===== src/rtl/ce_wrap_pkg.sv =====
// ---------------------------------------------------------------------------
// ce_wrap_pkg
// Shared definitions for the clock-enabled wrap counter:
//   CW_WIDTH      default state width
//   CW_WRAP_FROM  state whose successor is CW_WRAP_TO instead of a decrement
//   CW_WRAP_TO    successor of CW_WRAP_FROM (top of the repeating loop)
//   CW_RESET_VAL  value forced by the asynchronous reset
//   state_t       state word of CW_WIDTH bits
//   next_state()  decrement-with-wrap successor function
// ---------------------------------------------------------------------------
package ce_wrap_pkg;

    localparam int CW_WIDTH = 4;

    typedef logic [CW_WIDTH-1:0] state_t;

    localparam state_t CW_WRAP_FROM = 4'd5;
    localparam state_t CW_WRAP_TO   = 4'd14;
    localparam state_t CW_RESET_VAL = 4'd0;

    // The wrap pair defaults to the package constants so the common call is
    // next_state(s); a top with overridden wrap points passes its own pair.
    function automatic state_t next_state(
        input state_t s,
        input state_t wrap_from = CW_WRAP_FROM,
        input state_t wrap_to   = CW_WRAP_TO
    );
        state_t w_next;
        if (s == wrap_from) begin
            w_next = wrap_to;
        end else begin
            // Unsigned subtraction: 0 rolls over to all-ones.
            w_next = s - state_t'(1);
        end
        return w_next;
    endfunction

endpackage : ce_wrap_pkg


===== src/rtl/ce_switch.sv =====
// ---------------------------------------------------------------------------
// ce_switch
// Two-input enable switch used as the hold/advance selector.
// Ports:
//   CE    in   1      select: 1 = IN_2, 0 = IN_1
//   IN_1  in   WIDTH  value passed when CE = 0 (hold path)
//   IN_2  in   WIDTH  value passed when CE = 1 (advance path)
//   OUT   out  WIDTH  selected value
// ---------------------------------------------------------------------------
module ce_switch
    import ce_wrap_pkg::*;
#(
    parameter int WIDTH = CW_WIDTH
) (
    input  logic             CE,
    input  logic [WIDTH-1:0] IN_1,
    input  logic [WIDTH-1:0] IN_2,
    output logic [WIDTH-1:0] OUT
);

    logic [WIDTH-1:0] w_out;

    always_comb begin
        w_out = IN_1;
        if (CE) begin
            w_out = IN_2;
        end
    end

    assign OUT = w_out;

endmodule : ce_switch


===== src/rtl/state_dff.sv =====
// ---------------------------------------------------------------------------
// state_dff
// Word-wide D flip-flop holding the counter state.
// Ports:
//   RST  in   1      asynchronous active-low reset, loads RESET_VAL
//   CLK  in   1      rising-edge capture clock
//   IN   in   WIDTH  D input
//   OUT  out  WIDTH  registered value
// ---------------------------------------------------------------------------
module state_dff
    import ce_wrap_pkg::*;
#(
    parameter int               WIDTH     = CW_WIDTH,
    parameter logic [WIDTH-1:0] RESET_VAL = WIDTH'(CW_RESET_VAL)
) (
    input  logic             RST,
    input  logic             CLK,
    input  logic [WIDTH-1:0] IN,
    output logic [WIDTH-1:0] OUT
);

    logic [WIDTH-1:0] r_q;

    always_ff @(posedge CLK or negedge RST) begin
        if (!RST) begin
            r_q <= RESET_VAL;
        end else begin
            r_q <= IN;
        end
    end

    assign OUT = r_q;

endmodule : state_dff


===== src/rtl/ce_wrap_counter.sv =====
// ---------------------------------------------------------------------------
// ce_wrap_counter
// Clock-enabled down counter with a wrap jump: each enabled cycle the state
// decrements, except WRAP_FROM which jumps to WRAP_TO, giving 14..5 looping
// for the default configuration. Internal nodes are exposed for logging.
// Ports:
//   CLK            in   1      rising-edge clock
//   RST            in   1      asynchronous active-low reset (VAL = RESET_VAL)
//   CE             in   1      1 = advance, 0 = hold
//   LOAD           in   1      synchronous load of IN, overrides CE
//   IN             in   WIDTH  load value
//   VAL            out  WIDTH  registered state
//   LOG_LOGIC      out  WIDTH  successor of VAL (decrement / wrap)
//   LOG_SWITCHING  out  WIDTH  D input of the state register
// ---------------------------------------------------------------------------
module ce_wrap_counter
    import ce_wrap_pkg::*;
#(
    parameter int               WIDTH     = CW_WIDTH,
    parameter logic [WIDTH-1:0] WRAP_FROM = WIDTH'(CW_WRAP_FROM),
    parameter logic [WIDTH-1:0] WRAP_TO   = WIDTH'(CW_WRAP_TO),
    parameter logic [WIDTH-1:0] RESET_VAL = WIDTH'(CW_RESET_VAL)
) (
    input  logic             CLK,
    input  logic             RST,
    input  logic             CE,
    input  logic             LOAD,
    input  logic [WIDTH-1:0] IN,
    output logic [WIDTH-1:0] VAL,
    output logic [WIDTH-1:0] LOG_LOGIC,
    output logic [WIDTH-1:0] LOG_SWITCHING
);

    logic [WIDTH-1:0] w_val;
    logic [WIDTH-1:0] w_logic;
    logic [WIDTH-1:0] w_switch;
    logic [WIDTH-1:0] w_d;

    // The package function is typed on the default width; other widths use
    // the same rule written out at WIDTH bits.
    generate
        if (WIDTH == CW_WIDTH) begin : g_pkg_next
            always_comb begin
                w_logic = next_state(state_t'(w_val), state_t'(WRAP_FROM),
                                     state_t'(WRAP_TO));
            end
        end else begin : g_generic_next
            always_comb begin
                w_logic = w_val - WIDTH'(1);
                if (w_val == WRAP_FROM) begin
                    w_logic = WRAP_TO;
                end
            end
        end
    endgenerate

    ce_switch #(
        .WIDTH (WIDTH)
    ) u_switch (
        .CE   (CE),
        .IN_1 (w_val),
        .IN_2 (w_logic),
        .OUT  (w_switch)
    );

    // Load sits after the enable switch so it wins even when CE = 0.
    always_comb begin
        w_d = w_switch;
        if (LOAD) begin
            w_d = IN;
        end
    end

    state_dff #(
        .WIDTH     (WIDTH),
        .RESET_VAL (RESET_VAL)
    ) u_state (
        .RST (RST),
        .CLK (CLK),
        .IN  (w_d),
        .OUT (w_val)
    );

    assign VAL           = w_val;
    assign LOG_LOGIC     = w_logic;
    assign LOG_SWITCHING = w_d;

endmodule : ce_wrap_counter


===== config.mk =====
export PLATFORM = sky130hd
export DESIGN_NAME = ce_wrap_counter
export DESIGN_NICKNAME = d
export VERILOG_FILES = /design/src/rtl/ce_wrap_pkg.sv /design/src/rtl/ce_switch.sv /design/src/rtl/state_dff.sv /design/src/rtl/ce_wrap_counter.sv
export SDC_FILE = /design/constraint.sdc
export NUM_CORES = 1
export LEC_CHECK = 0
export ABC_AREA = 0
export ABC_CLOCK_PERIOD_IN_PS = 1510
export BUFFER_PORTS_ARGS = -buffer_cell sky130_fd_sc_hd__buf_2
export CORE_AREA = 2 2 39 41
export CTS_BUF_LIST = sky130_fd_sc_hd__clkbuf_4
export DETAILED_ROUTE_END_ITERATION = 6
export DIE_AREA = 0 0 41 43
export HOLD_SLACK_MARGIN = 0.06
export PLACE_DENSITY = 0.51
export REMOVE_ABC_BUFFERS = 1
export SETUP_SLACK_MARGIN = 0.1
export SLEW_MARGIN = 25
export SYNTH_ARGS = -nofsm -noshare
export SYNTH_HDL_FRONTEND = slang
export SYNTH_HIERARCHICAL = 1
export SYNTH_SLANG_ARGS = --single-unit

===== constraint.sdc =====
create_clock -name CLK -period 1.51 [get_ports CLK]
set_clock_uncertainty 0.1 [all_clocks]
set_input_delay 0.0755 -clock CLK [delete_from_list [all_inputs] [get_ports CLK]]
set_output_delay 0.0755 -clock CLK [all_outputs]
set_load 0.01 [all_outputs]

Yosys cells after proc, flatten, opt, wreduce, memory -nomap -nowiden
Index checks and enable logic that the tools add are counted.
{"block": "classes", "muxes": 3, "n_reduce_logical": 0, "n_bitwise": 0, "shifts": 0, "eq_ne": 1, "div_mod_pow": 0, "add_sub_neg": 1, "n_lt_le_gt_ge": 0, "multipliers": 0}
{"op": "$mux 4", "n": 3}
{"op": "$eq 4x3->1 const B", "n": 1}
{"op": "$sub 4x1->4 const B", "n": 1}
{"block": "word_totals", "latch_bits": 0, "rom_bits": 0, "out_inout_bits": 12, "word_cells": 6, "ramBits": 0, "inputBits": 8, "regBits": 4, "memories": 0}

Logic depth before layout (Yosys ltp)
Gate-level depths: netlist (run 1).
{"block": "depth", "ltp_word": 4, "mapped_depth": 6, "ltp_nobuf": 6}

Hierarchy
Netlist (run 1), hierarchy kept.
{"module": "ce_wrap_counter", "area_per_inst_um2": 145.1, "instances": 1, "cells_each": 20, "seq_area_each_um2": 0.0}
{"module": "state_dff", "area_per_inst_um2": 100.1, "instances": 1, "cells_each": 4, "seq_area_each_um2": 100.1}
{"module": "ce_switch", "area_per_inst_um2": 45.0, "instances": 1, "cells_each": 4, "seq_area_each_um2": 0.0}

Worst setup path after synthesis (run 1)
OpenSTA, ideal clock, no wires.
{"block": "synth_timing", "kind": "register -> register", "start": "reg u_state.r_q[1], in the netlist u_state/OUT[1]", "end": "reg u_state.r_q[3], in the netlist u_state/OUT[3]", "arrival_ns": 1.535, "setup_time_ns": 0.138, "path_buffers": 0, "required_time_ns": 1.272, "path_stages_with_launch": 7, "slack_ns": -0.264, "period_less_slack_ns": 1.774, "cell_sequence": "dfrtp_1 -> inv_1 -> ha_1 -> nor3b_1 -> a31oi_1 -> mux2_2 -> mux2_2"}
{"block": "synth_via", "elab_chain_cells": 4, "word_cells_on_any_way": 5, "cone_classes": "add/sub: 1; eq/ne: 1; mux: 3"}
{"item": "start: declaration", "line": "state_dff.sv:22", "text": "logic [WIDTH-1:0] r_q;"}
{"item": "start signal: assignment", "line": "state_dff.sv:26", "text": "r_q <= RESET_VAL;"}
{"item": "start signal: assignment", "line": "state_dff.sv:28", "text": "r_q <= IN;"}
{"item": "$sub 4x1->4 / $eq 4x3->1 (equally long branches)", "line": "ce_wrap_pkg.sv:33, ce_wrap_pkg.sv:29"}
{"item": "$mux 4 *", "line": "ce_wrap_pkg.sv:29", "text": "if (s == wrap_from) begin"}
{"item": "named net LOG_LOGIC[3]", "line": "ce_wrap_counter.sv:30", "text": "output logic [WIDTH-1:0] LOG_LOGIC,"}
{"item": "$mux 4 *", "line": "ce_switch.sv:25", "text": "if (CE) begin"}
{"item": "named net w_switch[3]", "line": "ce_wrap_counter.sv:36", "text": "logic [WIDTH-1:0] w_switch;"}
{"item": "$mux 4 *", "line": "ce_wrap_counter.sv:69", "text": "if (LOAD) begin"}
{"item": "named net LOG_SWITCHING[3]", "line": "ce_wrap_counter.sv:31", "text": "output logic [WIDTH-1:0] LOG_SWITCHING"}
Mark *: on every way through the listed nets, which the timed path passes. The rest lies on a longest branch.

Worst setup path after layout (run 1)
{"block": "layout_timing", "start": "reg u_state.r_q[0], in the netlist u_state/OUT[0]", "end": "out LOG_SWITCHING[3]"}
{"block": "layout_via", "elab_chain_cells": 4, "word_cells_on_any_way": 5, "cone_classes": "add/sub: 1; eq/ne: 1; mux: 3"}
{"item": "$sub 4x1->4 / $eq 4x3->1 (equally long branches)", "line": "ce_wrap_pkg.sv:33, ce_wrap_pkg.sv:29"}
{"item": "$mux 4 *", "line": "ce_wrap_pkg.sv:29"}
{"item": "$mux 4 *", "line": "ce_switch.sv:25"}
{"item": "named net w_switch[3]", "line": "ce_wrap_counter.sv:36"}
{"item": "$mux 4 *", "line": "ce_wrap_counter.sv:69"}
{"item": "end: declaration", "line": "ce_wrap_counter.sv:31"}
Marks and branches as above.

==> results by group, run 1 <==
Status
  – Status: finished, violations left
  – Failing checks: negative setup slack

Detailed routing
  – 1st-iter DRT viols: 2
  – DR vias/cell: 4.074
  – Routed Antenna Nets: 0
  – Total routed wirelength: 829 µm
  – DR pass1 iterations: 4
  – Via count: 330
  – Routed length per instance: 10.23 µm
  – DRC: 0

Setup path
  – Element type at the critical path end: output port
  – Worst setup SP type: flop
  – Data required time of the worst path: 1.33 ns
  – Arrival @ worst endpoint: 1.76 ns
  – Worst R2R Setup Slack: -0.12 ns
  – Crit Path Category: reg -> out
  – Crit Path Max Fanout: 5

Global routing
  – Met2 Track Usage GR: 16.25%
  – Met1 Resource Use GR: 14.94%
  – Gr usage total: 11.68%
  – Overflow after GRT: 0
  – Met3 Resource Use GR: 1.571%
  – First-pass GRT wire length: 1352 µm
  – Number of antenna violations at the first check in global routing: 0
  – Top Usage Layer GRT: met2
  – Number of global-route vias before repair: 341
  – Largest net degree at the start of global routing: 8

Final layout
  – Commonest cells after routing, fill and taps aside: buf_2, buf_4, buf_6
  – Fin nets: 77
  – Post-route cell area: 664.4 µm²
  – Synth-to-layout area growth: 128.9%
  – Max reg flops: 4
  – Diode count: 0
  – Most common cell after layout, fill and taps aside: buf_2
  – Share of layout cells above drive strength 1: 78.46%
  – Finished Layout Cells: 81

Yosys
  – Yosys warns: 6
  – Synthesized area: 290.3 µm²
  – Synth Instances: 28
  – Synth Register Bits: 4
  – Sequential fraction of the synthesis area: 34.48%
  – Syn_area_per_cell: 10.37 µm²
  – Synth unique cells: 14

Placed design
  – Final Wtd Congestion: 0.6049
  – IO Port Bufs: 19
  – Cells after DPL: 69
  – Area of placed instances: 450.4 µm²
  – Dpl hpwl: 597.6 µm

Pwr
  – PD cells: 1114 mW/mm²
  – Cell Int Power: 506.8 µW
  – Max IR drop VDD: 0.0004222 V
  – Leakage: 0.3317 nW
  – Reg power frac: 20.9%
  – Switching share of total power: 31.51%
  – NetSw: 233.2 µW
  – Gate power share: 61.6%
  – Clock network power share: 17.5%

Timing
  – Final setup margin: -0.4262 ns
  – Least-Margin Pin Slew: 0.1860 ns
  – Peak Freq: 516.5 MHz
  – Final setup violation count: 9
  – Final worst path period need: 1.936 ns
  – Worst slew margin: 87.60%
  – RSZ-0062 raised after global routing: yes
  – Final Max Slew Viols: 0
  – Final hold viol count: 0
  – Ratio of final minimum period to clock period: 128.2%

Clock tree
  – TritonCTS clock tree: built
  – Htree depth: 1
  – CTS max path bufs: 2
  – Clk slew on worst S/H paths: 0.04 ns
  – Clk sinks: 4
  – Num CTS Buffers: 3
  – CTS root buf: clkbuf_4
  – Clock Latency Late Sink: 0.23 ns

Die
  – CORE AREA: 0.001384 mm²
  – Io pins: 20
  – Die X: 41 µm
  – Die area: 0.001763 mm²
  – Std-Cell Rows: 14
  – Initial Util: 20.98%
  – Die Ht: 43 µm

Run
  – MaxCap Viol Count: 0

Hold path
  – Worst min path class: in -> async
==> final timing paths <==
path | from | to | depth (start not counted)
worst max-delay path | u_state/OUT[0] | LOG_SWITCHING[3] | 6
worst min-delay path | RST | u_state/OUT[2] | 2
worst max register to register | u_state/OUT[0] | u_state/OUT[3] | 5
worst min register to register | u_state/OUT[0] | u_state/OUT[0] | 2
max in group asynchronous | RST | u_state/OUT[0] | 2
min in group CLK | LOAD | u_state/OUT[3] | 2
==> synthesized netlist by cell type (all sizes together) <==
master  number  share of area [%]
ha           2                8.6
nand2b       1                2.2
and2         2                4.3
dfrtp        4                 34
nand3b       1                2.6
a31oi        1                2.2
o21ai        1                1.7
mux2         8                 31
nor2         1                1.3
a21oi        1                1.7
inv          3                3.9
nand2        1                1.3
nor3b        1                2.6
or3          1                2.2
==> stage by stage <==
step / worst slack, ns / hold slack [ns] / TNS (ns) / utilization [%] / total power [mW]
2_1_floorplan: -0.2637 / -0.3201 / -1.406 / - / 0.2935
3_3_place_gp: -0.2585 / -0.2103 / -1.359 / 32.55 / 0.4415
3_5_place_dp: -0.2598 / -0.2110 / -1.461 / 32.55 / 0.4447
4_1_cts: -0.4451 / 0.07357 / -2.474 / 45.66 / 0.7129
5_1_grt: -0.5121 / 0.09478 / -3.190 / 48.01 / 0.8044
6_report: -0.4262 / 0.09080 / -2.394 / 48.01 / 0.7400
==> power by group through the flow <==
stage	combinational, mW	clock, mW	sequential (mW)
after floorplan	0.134	0	0.159
after global placement	0.292	0	0.149
after detailed placement	0.295	0	0.149
after CTS	0.421	0.138	0.154
after global routing	0.499	0.147	0.158
final	0.456	0.130	0.155
==> layout make-up <==
| cell class | instances | area [µm²] |
|---|---|---|
| Tap cell | 16 | 20.02 |
| Multi-Input combinational cell | 21 | 241.5 |
| Inverter | 3 | 11.26 |
| Clock buffer | 3 | 22.52 |
| Timing Repair Buffer | 34 | 267.8 |
| Fill cell | 135 | 719.4 |
| Sequential cell | 4 | 101.3 |
==> kinds of logic (layout without fill, tap and decap cells) <==
| group | Yosys count | after routing | share of synthesized area [%] |
|---|---|---|---|
| adders and majority gates | 2 | 2 | 8.619 |
| buffers and inverters | 3 | 40 | 3.879 |
| and+or+nand+nor | 8 | 8 | 16.38 |
| DFF | 4 | 4 | 34.48 |
| muxes | 8 | 8 | 31.04 |
| AOI/OAI and AO/OA | 3 | 3 | 5.602 |
==> per-layer routing <==
metal / part of all wire [%] / wire, µm
met3: 6.4 / 53
met5: 0 / 0
met4: 0 / 0
met2: 48 / 397
met1: 46 / 378
==> critical path: stages, from the launching register on <==
cell and delay [ns]:
dfrtp_2 0.44, buf_4 0.15, o21ai_1 0.16, a31oi_2 0.11
mux2_4 0.27, mux2_4 0.28, buf_6 0.12
==> repair_timing <==
| action | CTS | global route |
|---|---|---|
| hold buffers | 5 | 0 |
| gates resized for setup | 22 | 5 |
| gates cloned | 0 | 0 |
| endpoints found under the setup margin | 12 | 12 |
| hold endpoints to repair | 8 | 0 |
| setup buffers | 3 | 1 |
| pin swaps | 3 | 0 |
Note: power is estimated with default switching activity, not from simulation.
==> run 2: changes to the inputs <==
Settings changed: SKIP_LAST_GASP set to 1.
==> results by group, run 2 (synthesis results as in run 1) <==
Pwr
  – Switching share of total power: 31.48%
  – Gate power share: 61.6%
  – NetSw: 232.9 µW
  – Leakage: 0.3346 nW
  – PD cells: 1115 mW/mm²
  – Reg power frac: 20.8%
  – Clock network power share: 17.5%
  – Total power draw: 739.6 µW
  – Cell Int Power: 506.7 µW
  – Max IR drop VDD: 0.0004154 V

Global routing
  – First-pass GRT wire length: 1338 µm
  – Number of antenna violations at the first check in global routing: 0
  – Largest net degree at the start of global routing: 8
  – Overflow after GRT: 0
  – Number of global-route vias before repair: 340
  – Gr usage total: 11.58%

Timing
  – Peak Freq: 514.6 MHz
  – RSZ-0062 raised after global routing: yes
  – Hold WS: 0.09351 ns
  – Setup TNS: -2.421 ns
  – Final Max Slew Viols: 0
  – Worst slew margin: 87.72%
  – Least-Margin Pin Slew: 0.1842 ns
  – Final hold viol count: 0
  – Final setup margin: -0.4332 ns
  – Final worst path period need: 1.943 ns
  – Final setup violation count: 9
  – Ratio of final minimum period to clock period: 128.7%

Final layout
  – Share of layout cells above drive strength 1: 76.92%
  – Post-route cell area: 663.1 µm²
  – Finished Layout Cells: 81
  – Diode count: 0
  – Fin nets: 77
  – Synth-to-layout area growth: 128.4%
  – Commonest cells after routing, fill and taps aside: buf_2, buf_4, buf_6
  – Max reg flops: 4
  – Most common cell after layout, fill and taps aside: buf_2

Detailed routing
  – Routed Antenna Nets: 0
  – Via count: 331
  – Routed length per instance: 10.28 µm
  – DRC: 0
  – DR vias/cell: 4.086
  – DR pass1 iterations: 4
  – 1st-iter DRT viols: 3
  – Total routed wirelength: 833 µm

Status
  – Failing checks: negative setup slack
  – Status: finished, violations left

Hold path
  – Worst min path class: in -> async

Run
  – MaxCap Viol Count: 0

Setup path
  – Data required time of the worst path: 1.33 ns
  – CP startpoint: u_state/OUT[0]
  – Arrival @ worst endpoint: 1.77 ns
  – Worst setup SP type: flop
  – Crit Path Max Fanout: 5
  – Reg2reg start: u_state/OUT[0]
  – Element type at the critical path end: output port
  – Crit Path Category: reg -> out
  – Worst r2r path cells: 6

Die
  – Die X: 41 µm
  – Io pins: 20
  – Die area: 0.001763 mm²
  – Die Ht: 43 µm
  – Std-Cell Rows: 14
  – CORE AREA: 0.001384 mm²
  – Initial Util: 20.98%

Placed design
  – Dpl hpwl: 597.6 µm
  – IO Port Bufs: 19
  – Final Wtd Congestion: 0.6049
  – Area of placed instances: 450.4 µm²
  – Cells after DPL: 69

Clock tree
  – CTS root buf: clkbuf_4
  – Clock Latency Late Sink: 0.23 ns
  – TritonCTS clock tree: built
  – Clk sinks: 4
  – Num CTS Buffers: 3
  – Clk slew on worst S/H paths: 0.04 ns
  – Htree depth: 1
  – CTS max path bufs: 2
[run 2: power by group through the flow]
stage	registers (mW)	clock network (mW)	logic, mW
6_report	0.154	0.130	0.456
5_1_grt	0.158	0.147	0.498
4_1_cts	0.153	0.138	0.418
3_5_place_dp	0.149	0	0.295
3_3_place_gp	0.149	0	0.292
2_1_floorplan	0.159	0	0.134
[run 2: worst paths after layout]
kind | slack, ns | endpoint
setup / recovery | -0.43 | LOG_SWITCHING[3]
hold / removal | 0.09 | u_state/OUT[2]
setup reg to reg | -0.12 | u_state/OUT[2]
hold reg to reg | 0.66 | u_state/OUT[0]
max in group asynchronous | 1.08 | u_state/OUT[0]
min in group CLK | 0.13 | u_state/OUT[2]
[run 2: through the flow]
| stage | utilization [%] | setup slack, ns |
|---|---|---|
| global placement | 32.55 | -0.2585 |
| finish | 47.92 | -0.4332 |
| global route | 47.92 | -0.5182 |
| floorplan | - | -0.2637 |
| CTS | 45.48 | -0.4461 |
| detailed placement | 32.55 | -0.2598 |
[run 2: final cells by class]
type	instances	area, µm²
Tap cell	16	20.02
Multi-Input combinational cell	21	240.2
Timing Repair Buffer	34	267.8
Sequential cell	4	101.3
Fill cell	134	720.7
Inverter	3	11.26
Clock buffer	3	22.52
[run 2: timing repair]
item / in CTS / in global routing
pin swaps: 3 / 0
hold endpoints to repair: 8 / 0
resized for setup: 21 / 6
hold buffers: 5 / 0
setup buffers: 3 / 1
setup endpoints to repair: 12 / 12
[run 2: per-layer routing]
metal	part of all wire (%)	global-route usage, %	up-vias	wire length, µm
met5	0	0	-	0
met4	0	10.00	0	0
met1	45	14.61	145	377
li1	-	-	172	-
met2	48	16.25	14	401
met3	6.4	1.571	0	53
[run 2: worst max-delay path: stages, from the launching register on]
cell     delay (ns)
dfrtp_2        0.44
buf_4          0.15
or3_1          0.38
a31oi_2        0.16
mux2_4         0.17
mux2_4         0.15
buf_6          0.09
==> run 3: changes to the inputs <==
Settings changed: REMOVE_ABC_BUFFERS 1 to unset.
==> results by group, run 3 (synthesis results as in run 1) <==
Setup path
  – Worst R2R Setup Slack: -0.14 ns
  – Worst path top cell family by delay: multiplexers
  – Crit Path Category: reg -> out
  – Critical Path Sink: LOG_SWITCHING[0]
  – Crit path cell chain: inv_2 > buf_4 > buf_4 > and2_4 > mux2_4 > mux2_4 > buf_6
  – Element type at the critical path end: output port
  – Arrival @ worst endpoint: 1.79 ns
  – Slowest stage delay, CP: 0.43 ns
  – Critical path depth in cells: 7
  – CP bufs+invs: 4
  – Worst setup SP type: flop
  – Crit Path Max Fanout: 4
  – RR Endpoint: u_state/OUT[0]
  – Data required time of the worst path: 1.33 ns
  – CP startpoint: u_state/OUT[0]
  – Reg2reg start: u_state/OUT[0]
  – Slowest-stage cell, CP: dfrtp_2
  – Worst r2r path cells: 6

Clock tree
  – Htree depth: 1
  – Clock Latency Late Sink: 0.23 ns
  – Clk slew on worst S/H paths: 0.04 ns
  – Num CTS Buffers: 3
  – Clk sinks: 4
  – TritonCTS clock tree: built
  – CTS max path bufs: 2
  – CTS root buf: clkbuf_4

Die
  – Die area: 0.001763 mm²
  – Die Ht: 43 µm
  – Io pins: 20
  – Die X: 41 µm
  – Initial Util: 20.98%
  – CORE AREA: 0.001384 mm²
  – Std-Cell Rows: 14

Status
  – Status: finished, violations left
  – Failing checks: negative setup slack

Timing
  – Final setup violation count: 11
  – Setup TNS: -2.567 ns
  – Final Max Slew Viols: 0
  – Final hold viol count: 0
  – Final setup margin: -0.4551 ns
  – Peak Freq: 508.9 MHz
  – Ratio of final minimum period to clock period: 130.1%
  – Final worst path period need: 1.965 ns
  – Worst slew margin: 85.45%
  – RSZ-0062 raised after global routing: yes
  – Least-Margin Pin Slew: 0.2182 ns

Final layout
  – Diode count: 0
  – Commonest cells after routing, fill and taps aside: buf_2, buf_6, buf_4
  – Share of layout cells above drive strength 1: 78.79%
  – Max reg flops: 4
  – Fill cells: 135
  – Fin nets: 78
  – Post-route cell area: 699.4 µm²
  – Synth-to-layout area growth: 140.9%

Pwr
  – PD cells: 1127 mW/mm²
  – Max IR drop VDD: 0.0004999 V
  – Leakage: 0.3470 nW
  – Total power draw: 788.4 µW

Detailed routing
  – Via count: 352
  – DR vias/cell: 4.293
  – Routed Antenna Nets: 0
  – DR pass1 iterations: 4
  – Routed length per instance: 11.35 µm
  – 1st-iter DRT viols: 2
  – Total routed wirelength: 931 µm
  – DRC: 0

Yosys
  – Syn_nets: 38

Placed design
  – Area of placed instances: 493.0 µm²
  – Final Wtd Congestion: 0.6368
  – Dpl hpwl: 624.7 µm
  – Dpl ws: -0.2256 ns
  – IO Port Bufs: 19

Global routing
  – Gr usage total: 12.41%
  – Number of antenna violations at the first check in global routing: 0
  – First-pass GRT wire length: 1428 µm
  – Number of global-route vias before repair: 333
  – Overflow after GRT: 0
  – Largest net degree at the start of global routing: 8

Run
  – MaxCap Viol Count: 0

Hold path
  – Worst min path class: in -> async
-- run 3: worst min-delay path by stage --
| stage | from | end | slack (ns) | cells after the start |
|---|---|---|---|---|
| finish | RST | u_state/OUT[3] | 0.06 | 2 |
| floorplan | RST | u_state/OUT[0] | -0.32 | 0 |
| global placement | RST | u_state/OUT[2] | -0.22 | 1 |
| global route | RST | u_state/OUT[2] | 0.09 | 2 |
| CTS | RST | u_state/OUT[3] | 0.07 | 2 |
| detailed placement | RST | u_state/OUT[2] | -0.21 | 1 |
-- run 3: timing repair --
| item | CTS | global route |
|---|---|---|
| gates resized for setup | 19 | 5 |
| buffers inserted | 4 | 1 |
| hold endpoints to repair | 8 | 0 |
| setup endpoints to repair | 12 | 12 |
| pin swaps | 5 | 3 |
| hold buffers | 5 | 0 |
-- run 3: through the flow --
stage / cells / util [%] / hold slack (ns)
CTS: 82 / 48.73 / 0.07077
finish: 82 / 50.54 / 0.06449
floorplan: 28 / - / -0.3201
global route: 82 / 50.54 / 0.09194
detailed placement: 70 / 35.62 / -0.2140
global placement: 70 / 35.62 / -0.2157
-- run 3: worst reg2reg max path, cell delays in order (launching register included) --
cell and delay (ns):
dfrtp_2 0.43, inv_2 0.08, buf_4 0.13, buf_4 0.12
and2_4 0.14, mux2_4 0.26, mux2_4 0.28
-- run 3: report_power, final --
| group | switching (mW) | total, mW | internal (mW) |
|---|---|---|---|
| combinational | 0.181 | 0.500 | 0.319 |
| clock | 0.0430 | 0.132 | 0.0889 |
| sequential | 0.0286 | 0.156 | 0.128 |
-- run 3: area by class of cell --
| cell class | count | area, µm² | area share (%) |
|---|---|---|---|
| Inverter | 3 | 11.26 | 1.610 |
| Tap cell | 16 | 20.02 | 2.862 |
| Multi-Input combinational cell | 21 | 255.2 | 36.49 |
| Sequential cell | 4 | 101.3 | 14.49 |
| Clock buffer | 3 | 22.52 | 3.220 |
| Timing Repair Buffer | 35 | 289.0 | 41.32 |
-- run 3: metal layers --
layer,wire (µm),global-route usage (%),up-vias
li1,-,-,173
met1,341,14.05,159
met2,486,19.38,20
met3,103,3.141,0
met4,0,8.000,0
met5,0,0,-
